<file path="src/rtl/pipe_ctrl_if.sv">
// Handshake bundle between the MIPS pipeline stages and the sequencing controller.
// The pipeline side (master) raises stall requests and exceptions. The controller
// side (slave) answers with the per-stage stall bus, the flush and the redirect PC.
interface pipe_ctrl_if #(
    parameter int STALL_W = 6,
    parameter int CNT_W   = 5
);
    logic               id_stallreq;
    logic               ex_start;
    logic [CNT_W-1:0]   ex_cycles;
    logic               mem_req;
    logic               mem_ack;
    logic               excp_valid;
    logic [31:0]        excp_handler;
    logic [STALL_W-1:0] stall;
    logic               flush;
    logic [31:0]        new_pc;
    logic               ex_busy;
    logic               mem_timeout;

    modport master (
        output id_stallreq, ex_start, ex_cycles, mem_req, mem_ack,
               excp_valid, excp_handler,
        input  stall, flush, new_pc, ex_busy, mem_timeout
    );

    modport slave (
        input  id_stallreq, ex_start, ex_cycles, mem_req, mem_ack,
               excp_valid, excp_handler,
        output stall, flush, new_pc, ex_busy, mem_timeout
    );
endinterface

</file>
<file path="src/rtl/pipe_ctrl.sv">
// Pipeline sequencing controller for the five-stage MIPS core.
// It merges the ID, EX and MEM stall requests into a single prioritised stall
// level, and it runs the EX multi-cycle countdown and the MEM bus-wait watchdog.
// A committed exception overrides everything: it flushes the pipeline and
// redirects the PC.
module pipe_ctrl #(
    parameter int STALL_W     = 6,
    parameter int CNT_W       = 5,
    parameter int MEM_TIMEOUT = 255
) (
    input  logic       clk,
    input  logic       rst,
    pipe_ctrl_if.slave bus
);
    localparam int WCNT_W = $clog2(MEM_TIMEOUT + 1);

    // Stall levels: a request from stage k holds stage registers 0..k.
    localparam logic [STALL_W-1:0] ID_LVL  = {{(STALL_W-3){1'b0}}, 3'b111};
    localparam logic [STALL_W-1:0] EX_LVL  = {{(STALL_W-4){1'b0}}, 4'b1111};
    localparam logic [STALL_W-1:0] MEM_LVL = {{(STALL_W-5){1'b0}}, 5'b11111};

    typedef enum logic {
        IDLE,
        EX_BUSY
    } ex_state_t;

    ex_state_t         state;
    logic [CNT_W-1:0]  cnt;
    logic [WCNT_W-1:0] wcnt;

    logic ex_start_ok;
    logic ex_req;
    logic mem_wait;
    logic wd_hit;
    logic mem_stall;

    // Derive the per-stage requests from the inputs and the registered state.
    always_comb begin
        ex_start_ok = bus.ex_start && (bus.ex_cycles != '0);
        ex_req      = (state == IDLE) ? ex_start_ok : (cnt != '0);
        mem_wait    = bus.mem_req && !bus.mem_ack;
        wd_hit      = mem_wait && (wcnt == WCNT_W'(MEM_TIMEOUT));
        mem_stall   = mem_wait && !wd_hit;
    end

    // Output mux: the highest stall level wins, and an exception overrides all of them.
    always_comb begin
        bus.stall       = '0;
        bus.flush       = 1'b0;
        bus.new_pc      = 32'h0;
        bus.ex_busy     = 1'b0;
        bus.mem_timeout = 1'b0;
        if (!rst) begin
            bus.ex_busy = (state == EX_BUSY);
            if (bus.excp_valid) begin
                bus.flush  = 1'b1;
                bus.new_pc = bus.excp_handler;
            end else begin
                bus.mem_timeout = wd_hit;
                if (mem_stall) begin
                    bus.stall = MEM_LVL;
                end else if (ex_req) begin
                    bus.stall = EX_LVL;
                end else if (bus.id_stallreq) begin
                    bus.stall = ID_LVL;
                end
            end
        end
    end

    // EX countdown FSM. It leaves EX_BUSY on the edge where cnt reaches zero, so an op
    // stalls for exactly ex_cycles cycles. ex_start is ignored while the FSM is busy.
    always_ff @(posedge clk) begin
        if (rst || bus.excp_valid) begin
            state <= IDLE;
            cnt   <= '0;
        end else begin
            case (state)
                IDLE: begin
                    if (ex_start_ok) begin
                        cnt <= bus.ex_cycles - 1'b1;
                        if (bus.ex_cycles > CNT_W'(1)) begin
                            state <= EX_BUSY;
                        end
                    end
                end
                EX_BUSY: begin
                    cnt <= cnt - 1'b1;
                    if (cnt <= CNT_W'(1)) begin
                        state <= IDLE;
                    end
                end
                default: begin
                    state <= IDLE;
                    cnt   <= '0;
                end
            endcase
        end
    end

    // MEM watchdog. It counts consecutive unacknowledged wait cycles and restarts
    // after it fires.
    always_ff @(posedge clk) begin
        if (rst || bus.excp_valid || !mem_wait || wd_hit) begin
            wcnt <= '0;
        end else begin
            wcnt <= wcnt + 1'b1;
        end
    end
endmodule
</file>
<file path="src/flat_wrapper.sv">
// flat-port wrapper written by rule: the top's interface ports become plain ports
module pipe_ctrl_flat 
#(
    parameter int STALL_W     = 6,
    parameter int CNT_W       = 5,
    parameter int MEM_TIMEOUT = 255
)
  (clk, rst, bus_id_stallreq, bus_ex_start, bus_ex_cycles, bus_mem_req, bus_mem_ack, bus_excp_valid, bus_excp_handler, bus_stall, bus_flush, bus_new_pc, bus_ex_busy, bus_mem_timeout);
  pipe_ctrl_if #(.STALL_W(STALL_W), .CNT_W(CNT_W)) bus_i ();
  input  logic clk;
  input  logic rst;
  input wire logic [$bits(bus_i.id_stallreq)-1:0] bus_id_stallreq;
  input wire logic [$bits(bus_i.ex_start)-1:0] bus_ex_start;
  input wire logic [$bits(bus_i.ex_cycles)-1:0] bus_ex_cycles;
  input wire logic [$bits(bus_i.mem_req)-1:0] bus_mem_req;
  input wire logic [$bits(bus_i.mem_ack)-1:0] bus_mem_ack;
  input wire logic [$bits(bus_i.excp_valid)-1:0] bus_excp_valid;
  input wire logic [$bits(bus_i.excp_handler)-1:0] bus_excp_handler;
  output wire logic [$bits(bus_i.stall)-1:0] bus_stall;
  output wire logic [$bits(bus_i.flush)-1:0] bus_flush;
  output wire logic [$bits(bus_i.new_pc)-1:0] bus_new_pc;
  output wire logic [$bits(bus_i.ex_busy)-1:0] bus_ex_busy;
  output wire logic [$bits(bus_i.mem_timeout)-1:0] bus_mem_timeout;
  assign bus_i.id_stallreq = bus_id_stallreq;
  assign bus_i.ex_start = bus_ex_start;
  assign bus_i.ex_cycles = bus_ex_cycles;
  assign bus_i.mem_req = bus_mem_req;
  assign bus_i.mem_ack = bus_mem_ack;
  assign bus_i.excp_valid = bus_excp_valid;
  assign bus_i.excp_handler = bus_excp_handler;
  assign bus_stall = bus_i.stall;
  assign bus_flush = bus_i.flush;
  assign bus_new_pc = bus_i.new_pc;
  assign bus_ex_busy = bus_i.ex_busy;
  assign bus_mem_timeout = bus_i.mem_timeout;
  pipe_ctrl #(.STALL_W(STALL_W), .CNT_W(CNT_W), .MEM_TIMEOUT(MEM_TIMEOUT)) u_core (.clk(clk), .rst(rst), .bus(bus_i));
endmodule
</file>
<file path="config.mk">
export PLATFORM = sky130hd
export DESIGN_NAME = pipe_ctrl_flat
export DESIGN_NICKNAME = d
export VERILOG_FILES = /design/src/rtl/pipe_ctrl_if.sv /design/src/rtl/pipe_ctrl.sv /design/src/flat_wrapper.sv
export SDC_FILE = /design/constraint.sdc
export NUM_CORES = 1
export LEC_CHECK = 0
export BUFFER_PORTS_ARGS = -buffer_cell sky130_fd_sc_hd__buf_4
export CORE_UTILIZATION = 30
export CTS_CLUSTER_SIZE = 25
export DETAILED_ROUTE_END_ITERATION = 12
export GPL_TIMING_DRIVEN = 0
export PLACE_DENSITY = 0.7
export SLEW_MARGIN = 20
export SYNTH_ARGS = -nofsm -noshare
export SYNTH_HDL_FRONTEND = slang
export SYNTH_SLANG_ARGS = --single-unit
</file>
<file path="constraint.sdc">
create_clock -name clk -period 1.6 [get_ports clk]
set_input_delay 0.08 -clock clk [delete_from_list [all_inputs] [get_ports clk]]
set_output_delay 0.08 -clock clk [all_outputs]
set_load 0.1 [all_outputs]
</file>
==> results.ini, run 1 <==
[global_routing]
grt_pass1_vias = 1224
track_usage_pct = 17.0
grt_pass1_wl_mm = 5.43
grt_max_degree = 11
grt_overflow = 0
antenna_found_initial = 0

[setup_path]
cp_num_cells = 9
critPathRequiredTime_ns = 1.52
r2r-start = u_core.wcnt[0]
cp_cell_sequence = buf_4 -> inv_12 -> ha_4 -> or4b_4 -> and2_4 -> o21ai_4 -> o211ai_1 -> buf_4 -> buf_12
cp-start-kind = primary input
path_max_fanout = 5
setup.worst_path.start = bus_ex_cycles[1]
crit_family = simple AND/OR/NAND/NOR gates
crit_type = primary input to primary output
endpoint_kind = primary output
cpPeakStageDelay_ns = 0.47
rr_worst_depth = 7
worst-path-buf-inv = 4
crit_slowest_cell = or4b_4
cpMostUsedCell = buf_4
cp.arrival_ns = 1.68

[pwr]
power_density_nw_per_um2 = 617
worst_ir_drop_vdd_mv = 0.329
power_leakage_nw = 0.953

[floorplanning]
die_area_um2 = 3880
core_um2 = 3420
io_pins = 85
start_util_pct = 31.9
die_y_um = 62.3
num_rows = 21
die_x_um = 62.3

[sta]
final.period_utilization_pct = 110
hold_violations = 0
setup_ws_ns = -0.162
fin_setup_tns_ns = -0.563
fmaxAchievable_mhz = 568
period_needed_ns = 1.76
finalSetupViolCount = 6
rsz0062_at_grt = yes
slew_violations = 0
finalClockSkew_ns = 0.000579

[clock_network]
path_clk_slew_ns = 0.09
clk_latency_ns = 0.27
clock_path_buffers = 2
cts_buffers = 3
htree_levels = 1
cts_tree = yes
clock_sinks = 14
ctsRootBufferMaster = clkbuf_4
cts_hold_buf = 0

[cells_and_area]
drive_gt1_share_pct = 56.8
mostFrequentLayoutCell = buf_4
layout.nets = 295
final_cell_mix = buf_4, and2_1, nor2_1, and2_2, dfxtp_1
multiInputGateArea_um2 = 845
fill_cells = 314
num_antenna_cells = 0
area.growth.synth_to_final_pct = 90.8
final-seq-area_um2 = 293

[yosys]
yosysTopAreaCell = dfxtp_1
synth_cell_types = 33
synth_area_um2 = 1090
ys_ff_latch = 14
ys_seq_area_share_pct = 25.7
synth_cells = 146
synth.area.top_cells = dfxtp_1, and2_1, ha_1, nor2_1, xnor2_1
avgSynthCellArea_um2 = 7.47
netlist.area_leader.share_pct = 25.7
synth_nets = 197
yosys_warnings = 0

[place]
place_hpwl_mm = 2.51
portBuffers = 83
dp_worst_setup_slack_ns = -0.313
gp_congestion = 0.788

[run_status]
outcome = complete, but fails checks
violations = setup timing

[route]
ant_nets = 0
routedWlPerCell_um = 11.8
routed_wl_mm = 3.42
drtPass1Iterations = 4
drt_iter0_drc = 32
vias = 1313
vias_per_cell = 4.54
drc_errors = 0

[run]
max_cap_viol_count = 0

[worst_hold_path]
worstHoldStart = bus_excp_valid
hold_path.class = primary input to flip-flop
whs_path_depth = 4

[timing repair]
action                                  in CTS  in global routing
pin swaps                                    2                  4
cloned                                       0                  0
buffers inserted                             6                  5
gates resized for setup                     20                 10
endpoints found under the setup margin       6                  7
[stage by stage]
step / cells / util [%] / hold WS [ns] / power (mW) / instance area, µm²
6_report: 289 / 61.0 / 0.123 / 1.28 / 2080
5_1_grt: 289 / 61.0 / 0.118 / 1.34 / 2080
4_1_cts: 285 / 59.1 / 0.102 / 1.28 / 2020
3_5_place_dp: 275 / 54.1 / 0.441 / 1.00 / 1850
3_3_place_gp: 275 / 54.1 / 0.436 / 0.999 / 1850
2_1_floorplan: 146 / - / 0.273 / 0.824 / 1170
[final cells by class]
type / instances / share of cell area, %
Multi-Input combinational cell: 116 / 40.6
Timing Repair Buffer: 94 / 36.5
Sequential cell: 14 / 14.1
Tap cell: 46 / 2.76
Inverter: 7 / 2.28
Buffer: 8 / 2.10
Clock buffer: 4 / 1.74
[worst reg2reg max path: cells and delay by family, from the launching register on]
family                     cells  cell delay, ns
buffers and inverters          2            0.23
DFF                            1            0.36
and+or+nand+nor                4            0.43
adders and majority gates      1            0.14
[final timing paths]
| kind | end | slack, ns |
|---|---|---|
| max reg2reg | u_core.wcnt[5] | 0.35 |
| max | bus_stall[1] | -0.16 |
| min | u_core.state | 0.12 |
| min reg2reg | u_core.cnt[1] | 0.54 |
[state kept, by name, indices dropped and copies added (netlist names)]
| signal | cells |
|---|---|
| u_core.wcnt | 8 |
| u_core.state | 1 |
| u_core.cnt | 5 |
[cell usage after synthesis, drive strengths merged]
| master | number |
|---|---|
| nor3 | 2 |
| nor4b | 1 |
| o211ai | 2 |
| o311ai | 1 |
| conb | 1 |
| clkbuf | 5 |
| and3 | 2 |
| nor3b | 1 |
| a221oi | 1 |
| a31oi | 3 |
| nand3 | 7 |
| nor2 | 16 |
| nand2b | 2 |
| buf | 4 |
| o21ai | 5 |
| nand3b | 3 |
| inv | 7 |
| a21oi | 2 |
| or3 | 2 |
| and2 | 33 |
| xnor2 | 5 |
| nor4 | 1 |
| nand2 | 7 |
| or2 | 1 |
| nor2b | 4 |
| xor2 | 4 |
| nand4 | 1 |
| ha | 7 |
| o2111ai | 1 |
| or4b | 1 |
| dfxtp | 14 |
[layer usage]
layer  GRT usage (%)  routed length (µm)
met5               0                   0
met4            3.78                   6
met3            5.15                 247
met2            30.5                1800
met1            19.6                1370
[power by group]
part           switching (mW)  internal [mW]
sequential             0.0106          0.356
combinational           0.451          0.214
clock                   0.114          0.138
total                   0.576          0.709
[logic make-up after synthesis]
family	Yosys count	synth area share, %
other cells	1	0.344
xor+xnor	9	7.22
simple gates	84	43.5
flops	14	25.7
fa+ha+maj	7	8.03
buf+inv	16	6.54
compound gates	15	8.72
(Power assumes the default switching activity.)
==> run 2: changes to the inputs <==
Settings changed: ABC_AREA from default to 1, PLACE_DENSITY 0.7 to 0.67, SLEW_MARGIN 20 to 15.
==> results.ini, run 2 <==
[setup_path]
endpoint_kind = primary output
worst-path-buf-inv = 2  ; -2
cp-start-kind = flip-flop
rr_endpoint = u_core.wcnt[3]
r2r-start = u_core.wcnt[0]
cp.arrival_ns = 1.56  ; -0.12 ns
crit_type = flip-flop to primary output
rrSetupSlack_ns = 0.24  ; -0.11 ns
cpMostUsedCell = buf_12
rr_worst_depth = 8  ; +1
crit_slowest_cell = dfxtp_4
cp_cell_sequence = ha_4 -> nand4_4 -> nor3_4 -> nand2_2 -> nand2_4 -> nand3_4 -> buf_12 -> buf_12
path_max_fanout = 3  ; -2
critPathRequiredTime_ns = 1.52  ; about the same
crit_family = simple AND/OR/NAND/NOR gates
cpPeakStageDelay_ns = 0.36  ; -0.11 ns

[global_routing]
grt_pass1_wl_mm = 5.40  ; -0.64%
grt_util_met2_pct = 29.8  ; -0.70 points
grt_max_degree = 11  ; unchanged
antenna_found_initial = 0  ; unchanged
grt_overflow = 0  ; unchanged
grt_pass1_vias = 1404  ; +15%
grt_util_met1_pct = 16.0  ; -3.5 points
grt_busiest_layer = met2
grt_use_met3_pct = 4.62  ; -0.52 points
track_usage_pct = 15.1  ; -1.9 points

[worst_hold_path]
min_to = u_core.cnt[0]
whs_path_depth = 4  ; unchanged
worstHoldStart = bus_ex_cycles[0]
hold_path.class = primary input to flip-flop

[floorplanning]
die_y_um = 66.6  ; +7.0%
start_util_pct = 31.3  ; -0.60 points
die_x_um = 66.6  ; +7.0%
die_area_um2 = 4440  ; +14%
io_pins = 85  ; unchanged
core_um2 = 4000  ; +17%
num_rows = 23  ; +9.5%

[run]
max_cap_viol_count = 0  ; unchanged

[pwr]
power_density_nw_per_um2 = 647  ; +4.8%
finalPower_mw = 1.42  ; +10%
worst_ir_drop_vdd_mv = 0.309  ; -6.1%
power_leakage_nw = 1.12  ; +18%

[place]
place_hpwl_mm = 2.68  ; +6.8%
gp_congestion = 0.759  ; -3.6%
dp_worst_setup_slack_ns = -0.0541  ; +0.259 ns
portBuffers = 81  ; -2.4%

[cells_and_area]
top_register = u_core.wcnt
num_antenna_cells = 0  ; unchanged
multiInputGateArea_um2 = 915  ; +8.3%
mostFrequentLayoutCell = buf_4
final_cell_mix = buf_4, nand2_1, nor2_1, nor2_2, inv_1
fill_cells = 388  ; +24%
layout.nets = 355  ; +20%
final-seq-area_um2 = 288  ; -1.7%
area.growth.synth_to_final_pct = 74.9
drive_gt1_share_pct = 47.2  ; -9.6 points
reg_top3 = u_core.wcnt x8, u_core.cnt x5, u_core.state x1
largest_reg_flops = 8  ; unchanged

[sta]
fin_setup_tns_ns = -0.101  ; +0.462 ns
relSlewSlack_pct = 65.6
rsz0062_at_grt = yes
hold_violations = 0  ; unchanged
finalClockSkew_ns = 0.00503  ; +0.00445 ns
period_needed_ns = 1.64  ; -0.123 ns
final.period_utilization_pct = 102  ; -7.7 points
slew_violations = 0  ; unchanged
worst_pin_slew_ns = 0.515
finalSetupViolCount = 4  ; -2
fmaxAchievable_mhz = 610  ; +7.5%
setup_ws_ns = -0.0389  ; +0.123 ns

[yosys]
post-synth-top-count-cell = nand2_1
synth_top_family_by_area = simple AND/OR/NAND/NOR gates
synth_edf_count = 0  ; unchanged
ys_seq_area_share_pct = 22.4  ; -3.3 points
synthXorXnorAreaFrac_pct = 4.89  ; -2.3 points
synth_ff_type = dfxtp_1
synth_area_um2 = 1250  ; +15%
netlist.area_leader.share_pct = 22.4  ; -3.3 points
ys_ff_latch = 14  ; unchanged
synth.mux.area_fraction_pct = 0  ; unchanged
synth.area.top_cells = dfxtp_1, nand2_1, nor2_1, ha_1, inv_1
avgSynthCellArea_um2 = 5.94  ; -20%
synth_fa_ha_area_share_pct = 6.99  ; -1.0 points
synth_nets = 262  ; +33%
yosys_warnings = 0  ; unchanged
synth_cell_types = 28  ; -15%
synth_common_cells = nand2_1, nor2_1, inv_1, dfxtp_1, nand3_1
yosys.area_share.simple_pct = 49.3  ; +5.8 points
yosysTopAreaCell = dfxtp_1
synth_cells = 211  ; +45%
ys_async_sr_fraction_pct = 0  ; unchanged
synth-compound-area-share_pct = 4.29  ; -4.4 points

[route]
routedWlPerCell_um = 9.42  ; -20%
drtPass1Iterations = 4  ; unchanged
ant_nets = 0  ; unchanged
routed_wl_mm = 3.33  ; -2.8%
drc_errors = 0  ; unchanged
vias = 1531  ; +17%
drt_iter0_drc = 7  ; -78%
vias_per_cell = 4.34  ; -4.5%

[run_status]
violations = setup timing
outcome = complete, but fails checks

[clock_network]
cts_buffers = 3  ; unchanged
cts_hold_buf = 0  ; unchanged
ctsRootBufferMaster = clkbuf_8
clk_latency_ns = 0.24  ; -0.03 ns
path_clk_slew_ns = 0.06  ; -0.03 ns
htree_levels = 1  ; unchanged
cts_tree = yes
clock_path_buffers = 2  ; unchanged
clock_sinks = 14  ; unchanged

-- run 2: cell types whose count changed after synthesis, sizes merged, moves of 5 or more --
cell	previous run	this run
nand2	7	67
nor2	16	58
and2	33	0
inv	7	18
buf	4	9
-- run 2: cells by family after synthesis --
family,after synthesis
flip-flops,14
AO/OA/AOI/OAI,10
AND/OR/NAND/NOR,141
other,1
XOR/XNOR,7
adder cells (fa/ha/maj),7
buffers and inverters,31
-- run 2: worst max-delay path by stage --
stage / slack [ns] / to / cells after the start / from
after global routing: -0.13 / bus_stall[1] / 8 / u_core.wcnt[0]
after global placement: -0.03 / bus_stall[1] / 8 / u_core.wcnt[0]
after detailed placement: -0.05 / bus_stall[1] / 8 / u_core.wcnt[1]
final: -0.04 / bus_stall[1] / 8 / u_core.wcnt[0]
after floorplan: -0.21 / bus_new_pc[27] / 4 / bus_excp_valid
after CTS: -0.06 / bus_stall[1] / 8 / u_core.wcnt[0]
-- run 2: worst reg2reg max path: stages, from the launching register on --
cell and delay [ns]:
dfxtp_4 0.36, ha_4 0.15, nand4_4 0.08, nor3_4 0.16, nand2_2 0.10, nand2_4 0.08, buf_4 0.13, buf_4 0.13
nor2_1 0.05
-- run 2: report_power, final --
| part | total, mW | switching, mW | internal [mW] |
|---|---|---|---|
| clock | 0.341 | 0.123 | 0.218 |
| combinational | 0.715 | 0.495 | 0.220 |
| sequential | 0.363 | 0.00716 | 0.356 |
-- run 2: routing by layer --
metal / vias to the layer above / part of all wire [%] / wire length (µm)
li1: 822 / - / -
met1: 653 / 40 / 1320
met2: 54 / 53 / 1770
met3: 2 / 6.9 / 228
met4: 0 / 0.24 / 8
met5: - / 0 / 0
-- run 2: metrics by stage --
stage	area [µm²]	utilization, %	hold WS (ns)	instances
finish	2190	54.8	0.146	353
global route	2190	54.8	0.174	353
CTS	2170	54.3	0.153	351
detailed placement	2020	50.6	0.414	342
global placement	2020	50.6	0.399	342
floorplan	1350	-	0.291	211
-- run 2: area by class of cell --
| class | count | area share, % |
|---|---|---|
| Tap cell | 50 | 2.85 |
| Multi-Input combinational cell | 166 | 41.7 |
| Buffer | 12 | 4.11 |
| Sequential cell | 14 | 13.1 |
| Inverter | 19 | 3.59 |
| Clock buffer | 4 | 2.51 |
| Timing Repair Buffer | 88 | 32.1 |
-- run 2: timing repair --
action / 4_1_cts / 5_1_grt
resized for setup: 15 / 2
buffers inserted: 5 / 2
endpoints found under the setup margin: 6 / 6
pin swaps: 4 / 0
hold endpoints to repair: 0 / 0
